==> config.mk <==
export PLATFORM = sky130hd
export DESIGN_NAME = mux4_rr_arbiter_flat
export DESIGN_NICKNAME = d
export VERILOG_FILES = /design/src/rtl/mux4_rr_arbiter_pkg.sv /design/src/rtl/mux4_rr_arbiter_if.sv /design/src/rtl/mux4_rr_arbiter_rr_pick4.sv /design/src/rtl/mux4_rr_arbiter.sv /design/src/flat_wrapper.sv
export SDC_FILE = /design/constraint.sdc
export NUM_CORES = 1
export LEC_CHECK = 0
export CORE_UTILIZATION = 35
export CTS_CLUSTER_SIZE = 10
export DETAILED_ROUTE_END_ITERATION = 16
export GPL_ROUTABILITY_DRIVEN = 0
export PLACE_DENSITY = 0.72
export SETUP_SLACK_MARGIN = 0.02
export SLEW_MARGIN = 40
export SYNTH_ARGS = -nofsm -noshare
export SYNTH_HDL_FRONTEND = slang
export SYNTH_SLANG_ARGS = --single-unit
==> constraint.sdc <==
create_clock -name clk -period 1.93 [get_ports clk]
set_clock_uncertainty 0.05 [all_clocks]
set_input_delay 0.386 -clock clk [delete_from_list [all_inputs] [get_ports clk]]
set_output_delay 0.386 -clock clk [all_outputs]
set_load 0.1 [all_outputs]
==> src/rtl/mux4_rr_arbiter_pkg.sv <==
// Shared types and helpers for the four-way round-robin mux arbiter.
package mux4_arb_pkg;

  localparam int NREQ  = 4;
  localparam int SEL_W = 2;

  typedef enum logic {
    IDLE = 1'b0,
    OWN  = 1'b1
  } state_t;

  // Binary mux select to one-hot grant vector.
  function automatic logic [NREQ-1:0] onehot4(input logic [SEL_W-1:0] sel);
    logic [NREQ-1:0] v;
    v      = '0;
    v[sel] = 1'b1;
    return v;
  endfunction

endpackage

==> src/rtl/mux4_rr_arbiter_if.sv <==
// Request/grant bundle between the requesters and the arbiter.
// master: requester/resource side, slave: arbiter side.
interface mux4_rr_arbiter_if;
  import mux4_arb_pkg::*;

  logic [NREQ-1:0]  req;
  logic             done;
  logic [NREQ-1:0]  grant;
  logic [SEL_W-1:0] sel;
  logic             gnt_valid;
  logic             timeout;

  modport master (
    output req, done,
    input  grant, sel, gnt_valid, timeout
  );

  modport slave (
    input  req, done,
    output grant, sel, gnt_valid, timeout
  );
endinterface

==> src/rtl/mux4_rr_arbiter_rr_pick4.sv <==
// Combinational round-robin picker: scans req from ptr+1 upward with
// wrap-around, so the last owner (ptr) is considered last.
module rr_pick4
  import mux4_arb_pkg::*;
(
  input  logic [NREQ-1:0]  i_req,
  input  logic [SEL_W-1:0] i_ptr,
  output logic             o_any,
  output logic [SEL_W-1:0] o_winner
);

  logic [SEL_W-1:0] w_idx;

  // First set bit after the pointer wins; offset NREQ wraps back to ptr.
  always_comb begin
    o_any    = 1'b0;
    o_winner = i_ptr;
    w_idx    = i_ptr;
    for (int unsigned k = 1; k <= NREQ; k++) begin
      w_idx = i_ptr + SEL_W'(k);
      if (!o_any && i_req[w_idx]) begin
        o_any    = 1'b1;
        o_winner = w_idx;
      end
    end
  end

endmodule

==> src/rtl/mux4_rr_arbiter.sv <==
// Round-robin arbiter driving the select of a shared 4:1 32-bit mux.
// A grant is held until done, the owner drops its request, or (with
// ARB_TIMEOUT_EN defined) the hold counter expires.
// Optional feature macro: ARB_TIMEOUT_EN.
module mux4_rr_arbiter
  import mux4_arb_pkg::*;
#(
  parameter int TIMEOUT_CYCLES = 16,
  parameter int CNT_W          = 8
) (
  input  logic             clk,
  input  logic             rst,
  mux4_rr_arbiter_if.slave bus
);

  localparam bit P_CFG_OK = (TIMEOUT_CYCLES >= 2) && (TIMEOUT_CYCLES <= 256) &&
                            ((64'd1 << CNT_W) >= 64'(TIMEOUT_CYCLES));

  if (!P_CFG_OK) begin : g_bad_cfg
    $error("mux4_rr_arbiter: illegal TIMEOUT_CYCLES/CNT_W combination");
  end

  state_t           r_state;
  logic [NREQ-1:0]  r_grant;
  logic [SEL_W-1:0] r_sel;
  logic [SEL_W-1:0] r_ptr;
  logic             r_gnt_valid;
  logic             r_timeout;

  logic             w_any;
  logic [SEL_W-1:0] w_winner;
  logic             w_owner_req;
  logic             w_to;
  logic             w_release;
  logic             w_forced;

  // The pointer always equals the current owner while in OWN, so one picker
  // serves both the IDLE and the release paths.
  rr_pick4 u_pick (
    .i_req    (bus.req),
    .i_ptr    (r_ptr),
    .o_any    (w_any),
    .o_winner (w_winner)
  );

  assign w_owner_req = bus.req[r_sel];

`ifdef ARB_TIMEOUT_EN
  logic [CNT_W-1:0] r_cnt;

  // Hold counter: cleared on each new grant, counts every cycle of ownership.
  always_ff @(posedge clk) begin
    if (rst) begin
      r_cnt <= '0;
    end else if (r_state == IDLE || w_release) begin
      r_cnt <= '0;
    end else begin
      r_cnt <= r_cnt + 1'b1;
    end
  end

  assign w_to = (r_cnt == CNT_W'(TIMEOUT_CYCLES - 1));
`else
  assign w_to = 1'b0;
`endif

  assign w_release = bus.done | ~w_owner_req | w_to;
  // Only a release caused purely by the counter is reported as a timeout.
  assign w_forced  = w_to & ~bus.done & w_owner_req;

  // Grant FSM with registered outputs; sel parks at the last owner in IDLE.
  always_ff @(posedge clk) begin
    if (rst) begin
      r_state     <= IDLE;
      r_grant     <= '0;
      r_sel       <= '0;
      r_ptr       <= SEL_W'(NREQ - 1);
      r_gnt_valid <= 1'b0;
      r_timeout   <= 1'b0;
    end else begin
      r_timeout <= 1'b0;
      case (r_state)
        IDLE: begin
          if (w_any) begin
            r_state     <= OWN;
            r_grant     <= onehot4(w_winner);
            r_sel       <= w_winner;
            r_ptr       <= w_winner;
            r_gnt_valid <= 1'b1;
          end
        end
        OWN: begin
          if (w_release) begin
            r_timeout <= w_forced;
            if (w_any) begin
              r_grant <= onehot4(w_winner);
              r_sel   <= w_winner;
              r_ptr   <= w_winner;
            end else begin
              r_state     <= IDLE;
              r_grant     <= '0;
              r_gnt_valid <= 1'b0;
            end
          end
        end
        default: begin
          r_state     <= IDLE;
          r_grant     <= '0;
          r_gnt_valid <= 1'b0;
        end
      endcase
    end
  end

  assign bus.grant     = r_grant;
  assign bus.sel       = r_sel;
  assign bus.gnt_valid = r_gnt_valid;
  assign bus.timeout   = r_timeout;

endmodule

==> src/flat_wrapper.sv <==
// flat-port wrapper written by rule: the top's interface ports become plain ports
module mux4_rr_arbiter_flat import mux4_arb_pkg::*;
#(
  parameter int TIMEOUT_CYCLES = 16,
  parameter int CNT_W          = 8
)
  (clk, rst, bus_req, bus_done, bus_grant, bus_sel, bus_gnt_valid, bus_timeout);
  mux4_rr_arbiter_if bus_i ();
  input  logic clk;
  input  logic rst;
  input wire logic [$bits(bus_i.req)-1:0] bus_req;
  input wire logic [$bits(bus_i.done)-1:0] bus_done;
  output wire logic [$bits(bus_i.grant)-1:0] bus_grant;
  output wire logic [$bits(bus_i.sel)-1:0] bus_sel;
  output wire logic [$bits(bus_i.gnt_valid)-1:0] bus_gnt_valid;
  output wire logic [$bits(bus_i.timeout)-1:0] bus_timeout;
  assign bus_i.req = bus_req;
  assign bus_i.done = bus_done;
  assign bus_grant = bus_i.grant;
  assign bus_sel = bus_i.sel;
  assign bus_gnt_valid = bus_i.gnt_valid;
  assign bus_timeout = bus_i.timeout;
  mux4_rr_arbiter #(.TIMEOUT_CYCLES(TIMEOUT_CYCLES), .CNT_W(CNT_W)) u_core (.clk(clk), .rst(rst), .bus(bus_i));
endmodule
* After elaboration in Yosys (flattened, before gate mapping)
Cells that the tools add are included.
** Storage, ports and cells
- Register bits after elaboration :: 10
- Latch bits :: 0
- RAM bits :: 0
- Bits in read-only memories :: 0
- Input port bits :: 7
- Logic and storage cells :: 67
- Memories kept :: 0
** Cells by class
- Add/sub/neg operators :: 3
- Multipliers :: 0
- Div/mod/pow operators :: 0
- Order comparisons :: 7
- Equality and inequality tests :: 3
- Shift operators :: 0
- Mux-type cells :: 37
- Bitwise operators :: 3
- Reduce and logical (&&, ||, !) cells :: 9
** Operators with widths (number)
- $lt A2 B3 Y1 const B :: 6
- $mux W2 :: 8
- $mux W1 :: 15
- $mux W4 :: 3
- $bmux W1 S2 :: 5
- $pmux W2 S2 :: 2
- $pmux W4 S2 :: 1
- $ne A2 B2 Y1 const B :: 3
- $add A2 B2 Y2 const B :: 2
- $logic_and A1 B1 Y1 :: 4
- $pmux W1 S2 :: 2
- $logic_not A1 Y1 :: 3
- $reduce_and A3 Y1 :: 1
- $add A2 B1 Y2 const B :: 1
- $demux W1 S2 :: 1
- $ge A2 B1 Y1 const B :: 1
- $not A1 Y1 :: 2
- $reduce_and A2 Y1 :: 1
- $or A1 B1 Y1 :: 1

* Logic depth before layout (Yosys ltp)
Gate-level depths: netlist of run 1.
- Word-level depth :: 20
- Mapped depth :: 4

* By module
A second synthesis of run 1 with hierarchy kept.
** Second synthesis, totals
- Cells, all modules :: 60
- Area total of the unflattened synthesis :: 558.0 sq um
** Modules (own cells, without submodules)
- mux4_rr_arbiter :: times used 1, cells each 46, area each 475.5 sq um, seq. area each 200.2 sq um
- rr_pick4 :: times used 1, cells each 14, area each 82.6 sq um, seq. area each 0.0 sq um

* Least setup slack after synthesis of run 1
No wires, ideal clock.
- Path type :: register to register
- From :: reg u_core.r_sel[1] (netlist: u_core.bus.sel[1])
- To :: reg u_core.r_grant[0] (netlist: u_core.bus.grant[0])
- Data arrival time :: 2.235 ns
- Required time :: 1.816 ns
- Slack :: -0.419 ns
- Stages on the path, launching flop included :: 5
- Cell sequence :: dfxtp_1 > mux2_2 > a221oi_4 > nor4b_4 > a32o_2
** On the way
- Word-level cells in the longest chain between the ends :: 6
** RTL lines
- start, declared :: RTL line mux4_rr_arbiter.sv:25 : logic [SEL_W-1:0] r_sel;
- start signal, assigned :: RTL line mux4_rr_arbiter.sv:87 : r_sel <= w_winner;
- start signal, assigned :: RTL line mux4_rr_arbiter.sv:97 : r_sel <= w_winner;
- $bmux W1 S2 :: RTL line mux4_rr_arbiter.sv:46 : assign w_owner_req = bus.req[r_sel];
- $mux W1 (implied by the code) :: RTL line mux4_rr_arbiter.sv:46
- $not A1 Y1 :: RTL line mux4_rr_arbiter.sv:67 : assign w_release = bus.done | ~w_owner_req | w_to;
- $or A1 B1 Y1 :: RTL line mux4_rr_arbiter.sv:67
- $ne A2 B2 Y1 (no line)
- $reduce_and A2 Y1 (no line)
- end signal, assigned :: RTL line mux4_rr_arbiter.sv:86 : r_grant <= onehot4(w_winner);
- end signal, assigned :: RTL line mux4_rr_arbiter.sv:96 : r_grant <= onehot4(w_winner);
- end, declared :: RTL line mux4_rr_arbiter.sv:24 : logic [NREQ-1:0] r_grant;
No other way between the ends. The select of a mux whose other input is x is not followed.
A chain may end at the register's enable or synchronous reset.

* Worst setup path after layout of run 1
- From :: in bus_req[1]
- To :: reg u_core.r_grant[2] (netlist: u_core.bus.grant[2])
** On the way
- Word-level cells in the longest chain between the ends :: 19
- Elaborated cells between the ends (all ways) :: 38
- Classes of those cells :: order compare (2); eq/ne (2); mux (24); bitwise (2); reduce/logical (8)
** RTL lines
- start, declared :: RTL line flat_wrapper.sv:11 : input wire logic [$bits(bus_i.req)-1:0] bus_req;
- $bmux W1 S2 :: RTL line mux4_rr_arbiter_rr_pick4.sv:21 : if (!o_any && i_req[w_idx]) begin
- $mux W1 (implied by the code) :: RTL line mux4_rr_arbiter_rr_pick4.sv:21
- $mux W1 :: RTL line mux4_rr_arbiter_rr_pick4.sv:21
- $logic_not A1 Y1 :: RTL line mux4_rr_arbiter_rr_pick4.sv:21
- $logic_and A1 B1 Y1 :: RTL line mux4_rr_arbiter_rr_pick4.sv:21
- $mux W1 :: RTL line mux4_rr_arbiter_rr_pick4.sv:21
- $logic_not A1 Y1 :: RTL line mux4_rr_arbiter_rr_pick4.sv:21
- $logic_and A1 B1 Y1 :: RTL line mux4_rr_arbiter_rr_pick4.sv:21
- [... 3 more ...]
- $mux W2 :: RTL line mux4_rr_arbiter_rr_pick4.sv:21
- $lt A2 B3 Y1 (implied by the code) or $ge A2 B1 Y1 (tied branches) :: RTL line mux4_rr_arbiter_pkg.sv:16 : v[sel] = 1'b1;
- $logic_and A1 B1 Y1 (implied by the code) :: RTL line mux4_rr_arbiter_pkg.sv:16
- $mux W1 (implied by the code) :: RTL line mux4_rr_arbiter_pkg.sv:16
- $demux W1 S2
- $mux W4 :: RTL line mux4_rr_arbiter.sv:95 : if (w_any) begin
- $mux W4 :: RTL line mux4_rr_arbiter.sv:93 : if (w_release) begin
- $pmux W4 S2 :: RTL line mux4_rr_arbiter.sv:82 : case (r_state)
Several ways; a longest one is shown, not always the timed one. The select of a mux whose other input is x is not followed.

==> results of run 1 <==
power breakdown:
group	internal, mW	total (mW)	switching, mW
Sequential	0.235	0.270	0.0346
Combinational	0.151	0.365	0.214
Clock	0.0797	0.154	0.0740
routing by layer:
metal	global-route usage [%]	part of all wire, %
met1	19.08	50
met2	25.00	45
met3	4.891	5.2
met4	5.000	0.53
met5	0	0
critical path, delay by kind of cell:
kind,cells,cell delay (ns)
AO/OA/AOI/OAI,2,0.47
buffers and inverters,1,0.45
multiplexers,1,0.31
AND/OR/NAND/NOR,1,0.30
metrics by stage:
stage / worst slack, ns / power, mW / utilization, % / setup TNS, ns
floorplan: 0.07886 / 0.5002 / - / 0
global placement: -0.1260 / 0.6380 / 59.98 / -0.7928
detailed placement: -0.1426 / 0.6406 / 59.98 / -0.8749
CTS: 0.1250 / 0.7968 / 61.90 / 0
global route: 0.05528 / 0.8225 / 62.09 / 0
finish: 0.1609 / 0.7888 / 62.09 / 0
sequential cells by signal, summed over array words and instances, names as in the netlist:
register              count
u_core.bus.gnt_valid      1
u_core.bus.grant          4
u_core.bus.sel            2
u_core.r_ptr              2
u_core.r_state            1
Yosys cell counts, drive strengths merged:
master   count  area (sq um)
a221oi       1         26.28
nor2         7         26.28
o31ai        1         7.510
o31a         1         8.760
conb         1         3.750
buf          1         7.510
o2bb2ai      2         17.52
nor4b        1         23.77
nor3b        2         15.01
a22oi        1         7.510
a211o        1         8.760
inv          2         7.510
a21o         1         8.760
or2b         1         7.510
nand2        1         3.750
dfxtp       10         200.2
nor4         1         12.51
and3b        2         17.52
o21ai        3         15.01
nand2b       2         12.51
a32o         2         22.52
mux2i        1         10.01
a21oi        4         20.02
a211oi       1         7.510
o311ai       1         8.760
mux2         2         26.27
final cells by class:
type / count / area (sq um)
Tap cell: 15 / 18.77
Inverter: 2 / 7.507
Sequential cell: 10 / 205.2
Clock buffer: 4 / 26.28
Timing Repair Buffer: 24 / 272.8
Fill cell: 117 / 518.0
Multi-Input combinational cell: 40 / 317.8
cells in the final DEF (no fill, tap or decap):
master,count
nand2b_1,2
dfxtp_1,8
mux2_2,1
dfxtp_2,1
nand2_1,1
o21ai_1,1
inv_1,2
clkbuf_1,1
dfxtp_4,1
o21ai_0,2
buf_4,12
nor4b_4,1
a32o_2,2
a21o_2,1
or2b_1,1
nor4_2,1
o31a_1,1
clkbuf_4,3
mux2i_1,1
clkdlybuf4s50_1,5
a22oi_1,1
mux2_4,1
o2bb2ai_1,2
nor3b_1,2
a211oi_1,1
a21oi_1,4
buf_12,6
nor2_1,7
o311ai_0,1
and3b_1,2
conb_1,1
a221oi_4,1
dlymetal6s2s_1,1
o31ai_1,1
a211o_1,1
worst paths after layout:
kind                                      startpoint              endpoint  cells past startpoint
worst max-delay path                      bus_req[1]   u_core.bus.grant[2]                      5
worst min-delay path            u_core.bus.gnt_valid  u_core.bus.gnt_valid                      2
worst max register to register     u_core.bus.sel[1]   u_core.bus.grant[2]                      5
worst min register to register  u_core.bus.gnt_valid  u_core.bus.gnt_valid                      2
logic make-up (layout without fill, tap and decap cells):
group | count (synthesis) | count (layout) | share of synthesized area, %
muxes | 3 | 3 | 6.807
AOI/OAI and AO/OA | 19 | 19 | 29.82
other | 1 | 1 | 0.7035
and+or+nand+nor | 17 | 17 | 22.30
buffers and inverters | 3 | 30 | 2.818
DFF | 10 | 10 | 37.56
==> results.json, run 1 <==
{
  "status": "completed",
  "period_minus_slack_ns": 1.769,
  "synth_cell_types": 28,
  "grt_antenna_before_repair": 0,
  "htree_levels": 1,
  "io_pins": 15,
  "crit_path_start_kind": "input pin",
  "cap_violations": 0,
  "crit_slowest_cell": "clkdlybuf4s50_1",
  "fin_crit_sh_pct": 91.66,
  "placed_area_sq_um": 819.5,
  "wire_per_inst_um": 12.01,
  "fin_nets": 88,
  "postCtsSetupBuffers": 0,
  "slowest_delay_ns": 0.45,
  "ys_ff_latch": 10,
  "die_area_sq_um": 1683,
  "drive_gt1_share_pct": 38.75,
  "fmax_mhz": 565.3,
  "holdWs_ns": 0.4422,
  "area_delta_synth_final_pct": 59.16,
  "routed_wl_um": 1141,
  "cts_resized": 0,
  "power.static_leakage_nw": 0.3794,
  "clkSinkCount": 10,
  "synth_nets": 60,
  "tritoncts": "yes",
  "dp_cells": 91,
  "die_h_um": 41.03,
  "io_buffer_count": 13,
  "via_per_inst": 5.189,
  "finalHoldViolations": 0,
  "slew_viol_final": 0,
  "rows": 13,
  "fin_area_sq_um": 848.3,
  "yosys_warnings": 0,
  "fin_cells": 95,
  "num_antenna_cells": 0,
  "grt_pass1_wl_um": 1683,
  "seq_area_frac_synth_pct": 37.56,
  "ff2ff_setup_slack_ns": 0.32,
  "p_per_area_nw_per_um2": 929.8,
  "syn_area_sq_um": 533.0,
  "arrival_ns": 1.92,
  "vias": 493,
  "drtIter0Drc": 4,
  "grt_pass1_vias": 427,
  "grt-ovfl-total": 0,
  "die-width_um": 41.03,
  "cts-hold-fix-buffers": 0,
  "worst-setup-path-type": "input pin to flip-flop",
  "core-area_sq_um": 1366,
  "grt_util_all_layers_pct": 15.43,
  "worstPathCellList": "clkdlybuf4s50_1, mux2_4, a221oi_4, nor4b_4, a32o_2",
  "tritoncts.num_buffers": 3,
  "ir_drop_mv": 0.5686,
  "dp_hpwl_um": 879.3,
  "start_util_pct": 39.01,
  "syn_inst": 53,
  "clk_latency_ns": 0.27,
  "hp-class": "flip-flop to flip-flop",
  "dr.pass1.iters": 2,
  "cp.required_ns": 2.08,
  "grt_max_degree": 8,
  "clockBufferDepth": 2,
  "setup_violations": 0,
  "cts_root_buf": "clkbuf_4",
  "drcViolationCount": 0,
  "grt_setup_unrepaired": "false",
  "critical_path.max_fanout": 4,
  "worst_setup_path_end_kind": "flip-flop",
  "ant_nets": 0,
  "syn_area_per_cell_sq_um": 10.06,
  "path_clk_slew_ns": 0.08
}
(Power assumes the default switching activity.)
==> inputs of run 2 (changes only) <==
--- a/config.mk
+++ b/config.mk
@@ -10,6 +10,7 @@
 export DETAILED_ROUTE_END_ITERATION = 16
 export GPL_ROUTABILITY_DRIVEN = 0
 export PLACE_DENSITY = 0.72
+export RECOVER_POWER = 50
 export SETUP_SLACK_MARGIN = 0.02
 export SLEW_MARGIN = 40
 export SYNTH_ARGS = -nofsm -noshare
==> run 2 against run 1 <==
Against the previous run: fmax barely moved; critical path depth did not move; cell count did not move; first-iteration DRC count did not move; final area fell by 11%; via count did not move.
==> results.json, run 2 (same netlist as run 1, synthesis figures left out) <==
{
  "area_delta_synth_final_pct": 41.08,
  "tritoncts.num_buffers": 3,
  "cts_resized": 0,
  "grt_setup_unrepaired": "false",
  "fin_area_sq_um": 752.0,
  "grt_util_all_layers_pct": 15.43,
  "worstPathCellList": "clkdlybuf4s50_1, mux2_4, a221oi_4, nor4b_4, a32o_2",
  "num_antenna_cells": 0,
  "fmax_mhz": 565.3,
  "slew_viol_final": 0,
  "cts-hold-fix-buffers": 0,
  "grt-ovfl-total": 0,
  "drcViolationCount": 0,
  "status": "completed",
  "vias": 493,
  "worst-setup-path-type": "input pin to flip-flop",
  "dr.pass1.iters": 2,
  "clockBufferDepth": 2,
  "crit_path_start_kind": "input pin",
  "slowest_delay_ns": 0.45,
  "hp-class": "flip-flop to flip-flop",
  "worst_setup_path_end_kind": "flip-flop",
  "ant_nets": 0,
  "final_cell_mix": "buf_4 (10), dfxtp_1 (8), nor2_1 (7), clkbuf_2 (7), clkdlybuf4s50_1 (5)",
  "final_core_util_pct": 55.04,
  "path_clk_slew_ns": 0.06,
  "tritoncts": "yes",
  "start_util_pct": 39.01,
  "drive_gt1_share_pct": 37.50,
  "routed_wl_um": 1140,
  "holdWs_ns": 0.4235,
  "drtIter0Drc": 4,
  "setup_violations": 0,
  "placed_area_sq_um": 819.5,
  "rows": 13,
  "total_power_mw": 0.7259,
  "relSlewSlack_pct": 64.00,
  "arrival_ns": 1.92,
  "ir_drop_mv": 0.5215,
  "cts_root_buf": "clkbuf_4",
  "power.static_leakage_nw": 0.3504,
  "io_pins": 15,
  "grt_max_degree": 8,
  "clkSinkCount": 10,
  "cp.required_ns": 2.08,
  "crit_slowest_cell": "clkdlybuf4s50_1",
  "die_area_sq_um": 1683,
  "grt_antenna_before_repair": 0,
  "final_common_cell": "buf_4",
  "period_minus_slack_ns": 1.769,
  "wire_per_inst_um": 12.00,
  "io_buffer_count": 13,
  "die-width_um": 41.03,
  "grt_pass1_wl_um": 1683,
  "postCtsSetupBuffers": 0,
  "largest_reg_flops": 4,
  "cap_violations": 0,
  "fin_nets": 88,
  "grt_pass1_vias": 427,
  "core-area_sq_um": 1366,
  "finalHoldViolations": 0,
  "htree_levels": 1,
  "fin_crit_sh_pct": 91.66,
  "via_per_inst": 5.189,
  "dp_hpwl_um": 879.3,
  "tightest_slew_ns": 0.5423,
  "clk_latency_ns": 0.27,
  "critical_path.max_fanout": 4,
  "p_per_area_nw_per_um2": 965.3,
  "die_h_um": 41.03
}
-- run 2: routing by layer --
| metal | vias up | share of wire [%] | track usage [%] | wire (um) |
|---|---|---|---|---|
| met5 | - | 0 | 0 | 0 |
| met4 | 0 | 0.53 | 5.000 | 6 |
| met3 | 2 | 5.5 | 4.891 | 63 |
| met2 | 14 | 44 | 25.00 | 503 |
| met1 | 224 | 50 | 19.08 | 567 |
| li1 | 253 | - | - | - |
-- run 2: power by group --
part | total (mW) | internal [mW] | switching (mW)
Combinational | 0.312 | 0.0979 | 0.214
Clock | 0.154 | 0.0797 | 0.0738
Sequential | 0.260 | 0.235 | 0.0254
Total | 0.726 | 0.413 | 0.313
-- run 2: worst paths after layout --
path / start / cells after the start / to / slack [ns]
max: bus_req[1] / 5 / u_core.bus.grant[2] / 0.16
min: u_core.bus.grant[1] / 1 / u_core.bus.grant[1] / 0.42
max reg2reg: u_core.bus.sel[1] / 5 / u_core.bus.grant[2] / 0.34
min reg2reg: u_core.bus.grant[1] / 1 / u_core.bus.grant[1] / 0.42
-- run 2: area by class of cell --
cell class	count	area [sq um]
Fill cell	127	614.3
Inverter	2	7.507
Clock buffer	4	26.28
Multi-Input combinational cell	40	317.8
Sequential cell	10	205.2
Timing Repair Buffer	24	176.4
Tap cell	15	18.77
-- run 2: through the flow --
stage	setup WS (ns)	TNS, ns	instances
after floorplan	0.07886	0	53
after global placement	-0.1260	-0.7928	91
after detailed placement	-0.1426	-0.8749	91
after CTS	0.1250	0	95
after global routing	0.02856	0	95
final	0.1609	0	95
-- run 2: critical path, delay by kind of cell --
| kind | cells | cell delay, ns |
|---|---|---|
| muxes | 1 | 0.31 |
| AOI/OAI and AO/OA | 2 | 0.47 |
| and+or+nand+nor | 1 | 0.30 |
| buffers and inverters | 1 | 0.45 |
==> inputs of run 3 (changes only) <==
--- a/config.mk
+++ b/config.mk
@@ -9,7 +9,7 @@
 export CTS_CLUSTER_SIZE = 10
 export DETAILED_ROUTE_END_ITERATION = 16
 export GPL_ROUTABILITY_DRIVEN = 0
-export PLACE_DENSITY = 0.72
+export PLACE_DENSITY = 0.64
 export RECOVER_POWER = 50
 export SETUP_SLACK_MARGIN = 0.02
 export SLEW_MARGIN = 40
==> run 3 against run 2 <==
Against the previous run: register-to-register slack is essentially flat; clock power grew 22%; worst hold slack lost 0.0029 ns; utilization grew 1.1 points; count of clock-buffer cells in the layout is the same; largest power group unchanged; combinational power grew 3%; first-iteration DRC count grew to 3.0 times the previous value; sequential power is essentially flat; sequential share of layout area shrank 0.53 points; largest cell class unchanged; non-clock buffer count grew 1.
==> results.json, run 3 (same netlist as run 1, synthesis figures left out) <==
{
  "switchingPower_mw": 0.3155,
  "grt_util_all_layers_pct": 17.36,
  "nFillCells": 126,
  "rr_startpoint": "u_core.bus.sel[1]",
  "area_delta_synth_final_pct": 43.90,
  "hp-class": "flip-flop to flip-flop",
  "tightest_slew_ns": 0.5438,
  "slew_viol_final": 0,
  "vias": 509,
  "grt_setup_unrepaired": "false",
  "start_util_pct": 39.01,
  "fin_cells": 96,
  "tritoncts.num_buffers": 3,
  "crit_path_start_kind": "input pin",
  "multiInputGateArea_sq_um": 317.8,
  "clk_latency_ns": 0.26,
  "rows": 13,
  "cp.required_ns": 2.02,
  "num_antenna_cells": 0,
  "p_int_mw": 0.4531,
  "cap_violations": 0,
  "reg2reg_to": "u_core.bus.grant[0]",
  "wire_per_inst_um": 12.57,
  "dp_cells": 92,
  "path_clk_slew_ns": 0.06,
  "worst-setup-path-type": "input pin to flip-flop",
  "clkSinkCount": 10,
  "fin_nets": 89,
  "final_cell_mix": "buf_4 (11), dfxtp_1 (8), nor2_1 (7), clkbuf_2 (7), clkdlybuf4s50_1 (6)",
  "slowest_delay_ns": 0.47,
  "dp_hpwl_um": 993.5,
  "rr_worst_depth": 4,
  "comb_power_share_pct": 41.7,
  "p_seq_share_pct": 33.8,
  "p_per_area_nw_per_um2": 1002,
  "hold_end": "u_core.bus.grant[3]",
  "drive_gt1_share_pct": 39.51,
  "die_h_um": 41.03,
  "hold_path_depth": 1,
  "crit_top_cell": "buf_4",
  "crit_slowest_cell": "clkdlybuf4s50_1",
  "postCtsSetupBuffers": 0,
  "fin_crit_sh_pct": 94.05,
  "drcViolationCount": 0,
  "htree_levels": 1,
  "tritoncts": "yes",
  "hp-start": "u_core.bus.grant[3]",
  "setup_violations": 0,
  "fin_area_sq_um": 767.0,
  "p_sw_share_pct": 41.05,
  "dr.pass1.iters": 4,
  "via_per_inst": 5.302,
  "cpLargestDelayFamily": "buffers and inverters",
  "die_area_sq_um": 1683,
  "critical_path.max_fanout": 4,
  "grt_max_degree": 8,
  "worstPathCellList": "clkdlybuf4s50_1, buf_4, mux2i_1, nor2_1, o311ai_0, buf_4, o2bb2ai_1",
  "final_common_cell": "buf_4",
  "routed_wl_um": 1207,
  "power.static_leakage_nw": 0.3521,
  "clockBufferDepth": 2,
  "die-width_um": 41.03,
  "period_minus_slack_ns": 1.815,
  "grt-ovfl-total": 0,
  "cts_root_buf": "clkbuf_4",
  "grt_antenna_before_repair": 0,
  "cts-hold-fix-buffers": 0,
  "grt_pass1_wl_um": 1849,
  "worst_setup_path_end_kind": "flip-flop",
  "holdWs_ns": 0.4206,
  "power_frac_clock_pct": 24.5,
  "io_pins": 15,
  "relSlewSlack_pct": 63.90,
  "grt_pass1_vias": 477,
  "finalHoldViolations": 0,
  "ir_drop_mv": 0.6508,
  "core-area_sq_um": 1366,
  "path_buf_inv": 3,
  "fmax_mhz": 550.9,
  "tns_ns": 0,
  "ff2ff_setup_slack_ns": 0.35,
  "drtIter0Drc": 12,
  "total_power_mw": 0.7685,
  "cts_resized": 0,
  "placed_area_sq_um": 827.0,
  "largest_reg_flops": 4,
  "io_buffer_count": 13,
  "arrival_ns": 1.90,
  "register_area_sq_um": 205.2,
  "ant_nets": 0,
  "status": "completed"
}
==> run 3: cell count changes in the layout (fill, tap and decap cells not counted) <==
| cell | previous run | this run |
|---|---|---|
| clkbuf_1 | 2 | 1 |
| dlymetal6s2s_1 | 1 | 0 |
| clkbuf_8 | 0 | 1 |
| buf_4 | 10 | 11 |
| clkdlybuf4s50_1 | 5 | 6 |
==> run 3: cell type report <==
class                   instances  area share [%]
flip-flops and latches         10           26.75
multi-input cells              40           41.44
inverters                       2          0.9788
well taps                      15           2.447
repair buffers                 25           23.65
clock buffers                   4           4.731
==> run 3: power groups by stage <==
stage / registers [mW] / logic, mW / clock network, mW
5_1_grt: 0.264 / 0.338 / 0.204
6_report: 0.260 / 0.321 / 0.188
3_3_place_gp: 0.274 / 0.372 / 0
4_1_cts: 0.270 / 0.376 / 0.194
2_1_floorplan: 0.394 / 0.106 / 0
3_5_place_dp: 0.274 / 0.375 / 0
==> run 3: worst max-delay path by stage <==
stage / startpoint / endpoint / slack [ns] / cells past startpoint
2_1_floorplan: u_core.bus.sel[1] / u_core.bus.grant[0] / 0.08 / 4
3_3_place_gp: bus_req[3] / u_core.bus.grant[3] / -0.12 / 7
3_5_place_dp: bus_req[3] / u_core.bus.grant[0] / -0.14 / 5
4_1_cts: bus_req[3] / u_core.bus.grant[3] / 0.13 / 7
5_1_grt: bus_req[3] / u_core.bus.grant[3] / 0.04 / 7
6_report: bus_req[3] / u_core.bus.grant[3] / 0.11 / 7
==> run 3: per-stage QoR <==
stage               setup WS (ns)  utilization [%]
floorplan                 0.07886                -
detailed placement        -0.1394            60.53
global placement          -0.1191            60.53
CTS                        0.1292            63.19
global route              0.03846            56.14
finish                     0.1149            56.14
==> run 3: layer usage <==
layer  track usage (%)  up-vias  wire length, um
met3             9.239        0               88
met4             2.500        0                0
met5                 0        -                0
met1             17.49      240              515
li1                  -      256                -
met2             31.64       13              603
